[src/rtl/char_glyph_ctrl_pkg.sv]
// Shared constants, state encoding and helpers for the glyph
// array controller: geometry of a glyph and pattern bit order.
package char_glyph_ctrl_pkg;

  localparam int NUM_CHARS = 36;
  localparam int GLYPH_W   = 4;
  localparam int GLYPH_H   = 3;
  localparam int PATTERN_W = GLYPH_W * GLYPH_H;

  typedef enum logic [1:0] {
    IDLE,
    LOAD,
    DONE
  } ld_state_t;

  // Bit position of pixel (x, y) inside a host pattern.
  function automatic logic [3:0] pat_index(
    input logic [1:0] x,
    input logic [2:0] y
  );
    return 4'(int'(y) * GLYPH_W + int'(x));
  endfunction

endpackage

[src/rtl/glyph_rd_pipe.sv]
// Two-stage renderer lookup: stage 1 rides the address cycle,
// stage 2 selects the addressed glyph bit from the array output.
module glyph_rd_pipe
  import char_glyph_ctrl_pkg::*;
(
  input  logic                 clock,
  input  logic                 rst,
  input  logic                 req,
  input  logic [5:0]           char_idx,
  input  logic [2:0]           row,
  input  logic [NUM_CHARS-1:0] rdata,
  output logic                 pixel,
  output logic                 valid
);

  logic       s1_valid;
  logic       s1_ok;
  logic [5:0] s1_char;
  logic       in_range;

  assign in_range = (char_idx < 6'(NUM_CHARS))
                 && (row < 3'(GLYPH_H));

  // Stage 1: hold the glyph index while the array decodes x/y.
  always_ff @(posedge clock or posedge rst) begin
    if (rst) begin
      s1_valid <= 1'b0;
      s1_ok    <= 1'b0;
      s1_char  <= '0;
    end else begin
      s1_valid <= req;
      s1_ok    <= req && in_range;
      s1_char  <= char_idx;
    end
  end

  // Stage 2: pick the glyph bit; out-of-range lookups read as 0.
  always_ff @(posedge clock or posedge rst) begin
    if (rst) begin
      pixel <= 1'b0;
      valid <= 1'b0;
    end else begin
      pixel <= s1_ok && rdata[s1_char];
      valid <= s1_valid;
    end
  end

endmodule

[src/rtl/char_glyph_ctrl.sv]
// Arbiter/sequencer sharing the glyph array bus between renderer
// lookups (priority) and host pattern loads during blanking.
module char_glyph_ctrl
  import char_glyph_ctrl_pkg::*;
(
  input  logic                 clock,
  input  logic                 rst,
  input  logic                 blank,
  input  logic                 rd_req,
  input  logic [5:0]           rd_char,
  input  logic [1:0]           rd_x,
  input  logic [2:0]           rd_y,
  output logic                 rd_pixel,
  output logic                 rd_valid,
  input  logic                 ld_valid,
  output logic                 ld_ready,
  input  logic [11:0]          ld_pattern,
  output logic                 ld_busy,
  output logic                 ld_done,
  output logic                 mem_write,
  output logic [1:0]           mem_x,
  output logic [2:0]           mem_y,
  output logic                 mem_data,
  input  logic [NUM_CHARS-1:0] mem_rdata
);

  ld_state_t state;
  ld_state_t state_nx;

  logic [PATTERN_W-1:0] pattern;
  logic [1:0]           wx;
  logic [1:0]           wy;
  logic                 accept;
  logic                 slot;
  logic                 last;

  assign ld_busy = (state == LOAD);

  // Load FSM state register.
  always_ff @(posedge clock or posedge rst) begin
    if (rst) state <= IDLE;
    else     state <= state_nx;
  end

  // Next state, handshake accept and write-slot decode.
  always_comb begin
    state_nx = state;
    accept   = 1'b0;
    slot     = 1'b0;
    last     = 1'b0;
    unique case (state)
      IDLE: begin
        accept = ld_valid && ld_ready;
        if (accept) state_nx = LOAD;
      end
      LOAD: begin
        slot = blank && !rd_req;
        last = slot
            && (wx == 2'(GLYPH_W - 1))
            && (wy == 2'(GLYPH_H - 1));
        if (last) state_nx = DONE;
      end
      DONE:    state_nx = IDLE;
      default: state_nx = IDLE;
    endcase
  end

  // Pattern capture and x-fastest write cursor.
  always_ff @(posedge clock or posedge rst) begin
    if (rst) begin
      pattern <= '0;
      wx      <= '0;
      wy      <= '0;
    end else if (accept) begin
      pattern <= ld_pattern;
      wx      <= '0;
      wy      <= '0;
    end else if (slot) begin
      if (wx == 2'(GLYPH_W - 1)) begin
        wx <= '0;
        wy <= wy + 2'd1;
      end else begin
        wx <= wx + 2'd1;
      end
    end
  end

  // Array bus: read address wins, else a pending write, else hold.
  always_ff @(posedge clock or posedge rst) begin
    if (rst) begin
      mem_write <= 1'b0;
      mem_x     <= '0;
      mem_y     <= '0;
      mem_data  <= 1'b0;
    end else begin
      mem_write <= slot;
      if (rd_req) begin
        mem_x <= rd_x;
        mem_y <= rd_y;
      end else if (slot) begin
        mem_x    <= wx;
        mem_y    <= {1'b0, wy};
        mem_data <= pattern[pat_index(wx, {1'b0, wy})];
      end
    end
  end

  // Host status: ready only while idle and not just accepting.
  always_ff @(posedge clock or posedge rst) begin
    if (rst) begin
      ld_ready <= 1'b0;
      ld_done  <= 1'b0;
    end else begin
      ld_ready <= (state == IDLE) && !accept;
      ld_done  <= (state == DONE);
    end
  end

  glyph_rd_pipe u_rd_pipe (
    .clock    (clock),
    .rst      (rst),
    .req      (rd_req),
    .char_idx (rd_char),
    .row      (rd_y),
    .rdata    (mem_rdata),
    .pixel    (rd_pixel),
    .valid    (rd_valid)
  );

endmodule

[config.mk]
export PLATFORM = sky130hd
export DESIGN_NAME = char_glyph_ctrl
export DESIGN_NICKNAME = d
export VERILOG_FILES = /design/src/rtl/char_glyph_ctrl_pkg.sv /design/src/rtl/glyph_rd_pipe.sv /design/src/rtl/char_glyph_ctrl.sv
export SDC_FILE = /design/constraint.sdc
export NUM_CORES = 1
export LEC_CHECK = 0
export BUFFER_PORTS_ARGS = -buffer_cell sky130_fd_sc_hd__buf_2
export CORE_ASPECT_RATIO = 1.2
export CORE_MARGIN = 5
export CORE_UTILIZATION = 47
export DETAILED_ROUTE_END_ITERATION = 16
export GPL_TIMING_DRIVEN = 0
export PLACE_DENSITY_LB_ADDON = 0.3
export REMOVE_ABC_BUFFERS = 1
export SKIP_CTS_REPAIR_TIMING = 1
export SLEW_MARGIN = 5
export SYNTH_ARGS = -nofsm -noshare
export SYNTH_HDL_FRONTEND = slang
export SYNTH_SLANG_ARGS = --single-unit
[constraint.sdc]
create_clock -name clock -period 2.2 [get_ports clock]
set_clock_uncertainty 0.15 [all_clocks]
set_input_delay 0.33 -clock clock [delete_from_list [all_inputs] [get_ports clock]]
set_output_delay 0.33 -clock clock [all_outputs]
set_load 0.05 [all_outputs]
==> results of run 1 <==
==> routing by layer <==
layer  vias up  GRT usage  share of wire
li1        648          -              -
met1       657      0.174           0.35
met2        41      0.335           0.57
met3         8     0.0535          0.064
met4         0     0.0467          0.015
met5         -          0              0
==> registers in the layout, indices dropped and copies added (netlist names) <==
name                flops
ld_done                 1
ld_ready                1
mem_data                1
mem_write               1
mem_x                   2
mem_y                   3
pattern                12
state                   2
u_rd_pipe.pixel         1
u_rd_pipe.s1_char       6
u_rd_pipe.s1_ok         1
u_rd_pipe.s1_valid      1
u_rd_pipe.valid         1
wx                      2
wy                      2
==> placed cells by master, fill, tap and decap left out, drive strengths merged, types with 2 or more instances in the layout <==
cell | Yosys | final
mux2i | 11 | 11
nor2b | 3 | 3
dlygate4sd3 | 0 | 2
mux2 | 14 | 14
mux4 | 10 | 10
clkbuf | 3 | 6
nor2 | 9 | 9
nand2b | 2 | 2
inv | 2 | 2
ha | 2 | 2
a22oi | 3 | 3
clkinv | 0 | 2
dfrtp | 37 | 37
nand2 | 11 | 11
o221ai | 2 | 2
buf | 4 | 76
==> power groups by stage <==
| stage | registers, mW | clock network (mW) | logic [mW] |
|---|---|---|---|
| final | 1.05 | 0.443 | 0.810 |
| after CTS | 1.05 | 0.462 | 0.818 |
| after global placement | 1.05 | 0 | 0.775 |
| after detailed placement | 1.07 | 0 | 0.815 |
| after floorplan | 1.16 | 0 | 0.470 |
| after global routing | 1.08 | 0.494 | 0.875 |
==> cell families after synthesis <==
logic type	share of synthesized area
simple gates	0.0908
buf+inv	0.0250
fa+ha+maj	0.0139
xor+xnor	0.00486
flops	0.513
compound gates	0.0666
mux	0.286
==> cell type report <==
type                       instances  area share
timing repair buffer              78       0.173
clock buffer                       6      0.0312
sequential                        37       0.398
inverter                           2     0.00323
clock inverter                     2     0.00431
multi-input combinational         85       0.361
tap                               52      0.0280
==> per-stage QoR <==
step	utilization	hold WS, ns	area (µm²)
after floorplan	-	0.181	1770
after global placement	0.602	0.184	2210
after detailed placement	0.606	0.186	2220
after CTS	0.629	-0.00515	2300
after global routing	0.634	0.00634	2320
final	0.634	0.0200	2320
==> worst paths after layout <==
path                                              to                from  cells past startpoint
min in group clock              u_rd_pipe.s1_char[4]          rd_char[4]                      1
worst min register to register       u_rd_pipe.valid  u_rd_pipe.s1_valid                      0
max in group asynchronous       u_rd_pipe.s1_char[4]                 rst                      2
worst max-delay path                      pattern[3]            state[1]                      2
worst min-delay path                 u_rd_pipe.valid                 rst                      2
worst max register to register            pattern[3]            state[1]                      2
==> results.cfg, run 1 <==
[cells_and_area]
antenna_cells = 0
layout-drive-gt1-share = 0.500
multi_input_area_um2 = 840
seq_area_um2 = 926
instances_no_fill = 262
fillers = 317
area_growth_syn_to_layout_pct = 28.8
fin_nets = 275

[die]
start_util = 0.492
rows = 24
core-area_mm2 = 0.00366
die_y_um = 77.9
die_x_um = 66.6
dieArea_mm2 = 0.00518
pin_count = 76

[sta]
rsz0062_at_grt = false
finalCritPeriodShare = 0.942
worstMarginPinSlew_ns = 1.16
fin_setup_tns_ns = 0
drv_slew = 0
finalWorstSetupSlack_ns = 0.127
finalHoldViolations = 0
fin_crit_ns = 2.07
slew_headroom = 0.222
fmax_mhz = 482
setup_viol = 0

[pwr]
p_switching_uw = 808
p_leak_nw = 1.14
seqPwrFrac = 0.456
combPwrFrac = 0.351
clkPwrFrac = 0.192
p_int_mw = 1.50
fin_total_pwr_mw = 2.30
peakVddDrop_mv = 0.592
p_per_area_mw_per_mm2 = 992
p_sw_frac = 0.350

[synth]
synth_top_area_frac = 0.513
synth-edff-count = 0
synth_area_leaders = dfrtp_1 (51%), mux4_1 (8.7%), mux2_2 (8.7%), mux2i_1 (6.1%), mux4_2 (5.0%)
synth.yosys.warnings = 0
async_flop_share = 1.00
synth.distinct_cells = 34
synth_common_cells = dfrtp_1 (37), mux2_2 (14), mux2i_1 (11), nand2_1 (11), nor2_1 (9)
synthCells = 131
ys_seq_elements = 37
netlist_area_mm2 = 0.00180
synthFlopType = dfrtp_1
synth.most_common_cell = dfrtp_1
synth_seq_area_share = 0.513
avgSynthCellArea_um2 = 13.8
yosys.area.top_type = dfrtp_1

[route]
vias = 1354
wl_per_cell_um = 16.1
drt_iter0_markers = 35
drc = 0
drt_pre_antenna_iters = 4
wl_mm = 4.21
viasPerCell = 5.17
final_antenna_net_count = 0

[worst_setup_path]
path_delay_family = simple AND/OR/NAND/NOR gates
crit_chain = nor3_2 > mux2_2
crit_fanout = 17
startpoint_type = flop
max_stage_delay_ns = 0.93
slowest_stage = nor3_2
cp.arrival_ns = 2.09
critPathKind = reg -> reg
cp.buffers_inverters = 0
endpoint_kind = flop
required_ns = 2.22
rrSetupSlack_ns = 0.13

[place]
gp_congestion = 0.787
place_hpwl_mm = 3.37
portBuffers = 75
dpl_worst_slack_ns = 0.119
dp_cells = 252

[global_routing]
grt_overflow = 0
grt_start_max_net_pins = 38
first_global_vias = 1546
grt_antenna_before_repair = 0
grt_pass1_wl_mm = 6.87
track_usage = 0.174

[clocking]
cts_tree = done
htree_levels = 2
cts_buffer_depth = 2
clockRootBuffer = clkbuf_8
clk_pin_slew_ns = 0.07
cts_sinks = 37
clk_latency_ns = 0.28
cts-buffers-inserted = 5

[job]
maxCapViolCount = 0

[min_path]
worstHoldPathType = in -> async

[status]
status = complete, no violations
(Power assumes the default switching activity.)
==> run 2: changes to the inputs <==
--- a/config.mk
+++ b/config.mk
@@ -8,7 +8,7 @@
 export BUFFER_PORTS_ARGS = -buffer_cell sky130_fd_sc_hd__buf_2
 export CORE_ASPECT_RATIO = 1.2
 export CORE_MARGIN = 5
-export CORE_UTILIZATION = 47
+export CORE_UTILIZATION = 51
 export DETAILED_ROUTE_END_ITERATION = 16
 export GPL_TIMING_DRIVEN = 0
 export PLACE_DENSITY_LB_ADDON = 0.3
==> constraint.sdc (replaced) <==
create_clock -name clock -period 2.5 [get_ports clock]
set_clock_uncertainty 0.15 [all_clocks]
set_input_delay 0.375 -clock clock [delete_from_list [all_inputs] [get_ports clock]]
set_output_delay 0.375 -clock clock [all_outputs]
set_load 0.05 [all_outputs]
==> run 2 against run 1 <==
Flip-flop and latch count did not move. Cell count fell by 6.9%. Register-to-register slack improved by 0.24 ns. Sequential share of layout area rose by 0.32 points. Final area fell by 0.81%. Wire length rose by 1.7%. Power fell by 9.2%. First-iteration DRC count rose by 23%. Utilization rose by 5.0 points. Sequential power fell by 11%. Largest cell class unchanged. Largest power group unchanged.
==> results.cfg, run 2 (synthesis results as in run 1) <==
[clocking]
clk_latency_ns = 0.28
cts_sinks = 37
cts_tree = done
htree_levels = 2
cts_buffer_depth = 2
clk_pin_slew_ns = 0.07
clockRootBuffer = clkbuf_8
cts-buffers-inserted = 5

[die]
dieArea_mm2 = 0.00483
die_y_um = 75.2
rows = 23
start_util = 0.536
core-area_mm2 = 0.00337
pin_count = 76
die_x_um = 64.3

[route]
viasPerCell = 5.73
drc = 0
final_antenna_net_count = 0
wl_per_cell_um = 17.5
drt_iter0_markers = 43
wl_mm = 4.28
drt_pre_antenna_iters = 4
vias = 1397

[worst_setup_path]
regToRegStartpoint = state[1]
critPathKind = reg -> reg
required_ns = 2.52
rrSetupSlack_ns = 0.37
endpoint_kind = flop
cp.arrival_ns = 2.15
worst_r2r_path_depth = 2
worstReg2RegEnd = pattern[1]
crit_fanout = 17
startpoint_type = flop

[cells_and_area]
largest_reg_flops = 12
antenna_cells = 0
mostFrequentLayoutCell = buf_2
fin_util = 0.685
layout-drive-gt1-share = 0.507
fin_nets = 272
fin_area_mm2 = 0.00230
largest-register = pattern
mostFrequentLayoutCells = buf_2 (75), dfrtp_1 (37), mux2_2 (14)
reg_top3 = pattern (12), u_rd_pipe.s1_char (6), mem_y (3)
area_growth_syn_to_layout_pct = 27.7

[global_routing]
track_usage = 0.181
grt_antenna_before_repair = 0
grt_overflow = 0
grt_start_max_net_pins = 38
first_global_vias = 1489
grt_pass1_wl_mm = 6.73

[pwr]
p_leak_nw = 1.14
p_per_area_mw_per_mm2 = 908
peakVddDrop_mv = 0.729

[min_path]
whs_path_depth = 1
worstHoldPathType = in -> reg
min_to = u_rd_pipe.s1_char[1]
worstHoldStart = rd_char[1]

[place]
gp_congestion = 0.734
detailed_place.area_mm2 = 0.00220
place_hpwl_mm = 3.39
portBuffers = 75

[status]
status = complete, no violations

[sta]
fin_setup_tns_ns = 0
fmax_mhz = 469
finalHoldViolations = 0
finalCritPeriodShare = 0.853
worstMarginPinSlew_ns = 1.22
drv_slew = 0
slew_headroom = 0.181
rsz0062_at_grt = false
fin_crit_ns = 2.13
setup_viol = 0

[job]
maxCapViolCount = 0
-- run 2: changes by cell type in the layout (fill, tap and decap cells not counted) --
cell	before	now
nor4bb_2	1	0
dlygate4sd3_1	2	0
clkinv_2	2	1
nor4bb_4	0	1
clkbuf_1	1	0
buf_4	1	0
clkbuf_8	5	7
-- run 2: per-layer routing --
layer | part of all wire | GRT usage
met5 | 0 | 0
met4 | 0.017 | 0.0701
met3 | 0.090 | 0.0672
met2 | 0.56 | 0.337
met1 | 0.34 | 0.182
-- run 2: final cells by class --
cell class / count / area, µm²
Clock buffer: 7 / 96.3
Clock inverter: 1 / 5.00
Fill cell: 262 / 1060
Inverter: 2 / 7.51
Multi-Input combinational cell: 85 / 848
Sequential cell: 37 / 926
Tap cell: 37 / 46.3
Timing Repair Buffer: 75 / 375
-- run 2: worst max-delay path, stage by stage (launching register included) --
cell	delay, ns
dfrtp_1	0.45
nor3_2	0.99
mux2_2	0.43
-- run 2: worst max path at each step --
stage	from	endpoint	slack, ns	cells after the start
global placement	rd_req	wy[0]	-0.62	5
floorplan	state[1]	wy[0]	0.04	4
detailed placement	ld_valid	pattern[11]	0.32	4
finish	state[1]	pattern[1]	0.37	2
CTS	state[1]	pattern[11]	0.35	2
global route	state[1]	pattern[11]	0.26	2
-- run 2: power by group --
group | internal, mW | switching (mW) | total, mW
sequential | 0.776 | 0.154 | 0.930
combinational | 0.348 | 0.367 | 0.715
clock | 0.249 | 0.199 | 0.448
-- run 2: through the flow --
step                      total power, mW  hold WS [ns]  setup WS (ns)  cells
after floorplan                      1.44         0.181         0.0379    124
after global routing                 2.22        0.0284          0.259    244
after global placement               1.60         0.183         -0.622    236
after detailed placement             1.66         0.197          0.321    236
final                                2.09        0.0426          0.367    244
after CTS                            2.12        0.0339          0.347    244
==> run 3: changes to the inputs <==
--- a/config.mk
+++ b/config.mk
@@ -11,7 +11,7 @@
 export CORE_UTILIZATION = 51
 export DETAILED_ROUTE_END_ITERATION = 16
 export GPL_TIMING_DRIVEN = 0
-export PLACE_DENSITY_LB_ADDON = 0.3
+export PLACE_DENSITY = 0.84
 export REMOVE_ABC_BUFFERS = 1
 export SKIP_CTS_REPAIR_TIMING = 1
 export SLEW_MARGIN = 5
==> run 3 against run 2 <==
Clock power decreased by 7.8%. Combinational power decreased by 1%. Sequential power about the same. Critical endpoint is now pattern[9]. Largest cell class unchanged. Highest routed layer unchanged.
==> results.cfg, run 3 (synthesis results as in run 1) <==
[status]
status = complete, no violations

[die]
start_util = 0.536
die_x_um = 64.3
pin_count = 76
rows = 23
dieArea_mm2 = 0.00483
die_y_um = 75.2
core-area_mm2 = 0.00337

[worst_setup_path]
cp.arrival_ns = 2.10
required_ns = 2.52
rrSetupSlack_ns = 0.43
critPathKind = reg -> reg
startpoint_type = flop
endpoint_kind = flop
crit_fanout = 17

[cells_and_area]
antenna_cells = 0
fin_area_mm2 = 0.00229
fin_nets = 273
layout-drive-gt1-share = 0.502
largest_reg_flops = 12
area_growth_syn_to_layout_pct = 26.8
largest-register = pattern
mostFrequentLayoutCells = buf_2 (75), dfrtp_1 (37), mux2_2 (14)
mostFrequentLayoutCell = buf_2
fillers = 252
reg_top3 = pattern (12), u_rd_pipe.s1_char (6), mem_y (3)

[global_routing]
grt_start_max_net_pins = 38
track_usage = 0.175
grt_overflow = 0
grt_pass1_wl_mm = 6.53
first_global_vias = 1484
grt_antenna_before_repair = 0

[sta]
setup_viol = 0
fmax_mhz = 482
drv_slew = 0
finalCritPeriodShare = 0.829
worstMarginPinSlew_ns = 1.15
finalHoldViolations = 0
fin_crit_ns = 2.07
rsz0062_at_grt = false
slew_headroom = 0.229

[clocking]
htree_levels = 2
clockRootBuffer = clkbuf_8
cts_buffer_depth = 2
cts_tree = done
cts_sinks = 37
clk_latency_ns = 0.29
clk_pin_slew_ns = 0.07
cts-buffers-inserted = 5

[route]
drc = 0
wl_mm = 4.03
final_antenna_net_count = 0
viasPerCell = 5.67
drt_iter0_markers = 47
drt_pre_antenna_iters = 4
wl_per_cell_um = 16.5
vias = 1383

[pwr]
fin_total_pwr_mw = 2.05
p_leak_nw = 1.13
peakVddDrop_mv = 0.657
p_per_area_mw_per_mm2 = 895

[place]
detailed_place.area_mm2 = 0.00220
portBuffers = 75
place_hpwl_mm = 3.18
gp_congestion = 0.785

[min_path]
worstHoldPathType = in -> reg

[job]
maxCapViolCount = 0
==> run 3: layout make-up <==
| cell class | count | area (µm²) | share of cell area |
|---|---|---|---|
| clock buffers | 7 | 86.3 | 0.0377 |
| repair buffers | 76 | 383 | 0.167 |
| inverters | 2 | 7.51 | 0.00328 |
| flip-flops and latches | 37 | 926 | 0.405 |
| well taps | 37 | 46.3 | 0.0202 |
| multi-input cells | 85 | 840 | 0.367 |
==> run 3: metrics by stage <==
step / instances / setup TNS [ns] / setup slack, ns / hold slack [ns] / utilization
final: 244 / 0 / 0.427 / 0.0363 / 0.680
after global routing: 244 / 0 / 0.305 / 0.0261 / 0.680
after CTS: 244 / 0 / 0.417 / 0.0239 / 0.680
after detailed placement: 237 / 0 / 0.370 / 0.208 / 0.654
after global placement: 236 / -5.09 / -0.565 / 0.182 / 0.650
after floorplan: 124 / 0 / 0.0379 / 0.181 / -
==> run 3: final timing paths <==
| kind | from | depth (start not counted) | end |
|---|---|---|---|
| hold reg to reg | u_rd_pipe.s1_valid | 0 | u_rd_pipe.valid |
| max in group asynchronous | rst | 2 | u_rd_pipe.pixel |
| hold / removal | rd_char[1] | 1 | u_rd_pipe.s1_char[1] |
| min in group asynchronous | rst | 2 | u_rd_pipe.valid |
| setup / recovery | state[0] | 2 | pattern[9] |
| setup reg to reg | state[0] | 2 | pattern[9] |
==> run 3: routing by layer <==
metal  GRT usage  routed length [µm]  vias to the layer above
met5           0                   0                        -
met3      0.0716                 424                        7
met1       0.171                1330                      675
li1            -                   -                      643
met4      0.0747                  69                        0
met2       0.323                2200                       58
==> run 3: critical path, stage by stage, from the launching register on <==
cell	delay (ns)
dfrtp_1	0.43
nor3_2	0.95
mux2_2	0.43
==> run 3: report_power, final <==
group	internal [mW]	switching, mW	total [mW]
Combinational	0.345	0.362	0.707
Sequential	0.777	0.152	0.929
Clock	0.218	0.194	0.413
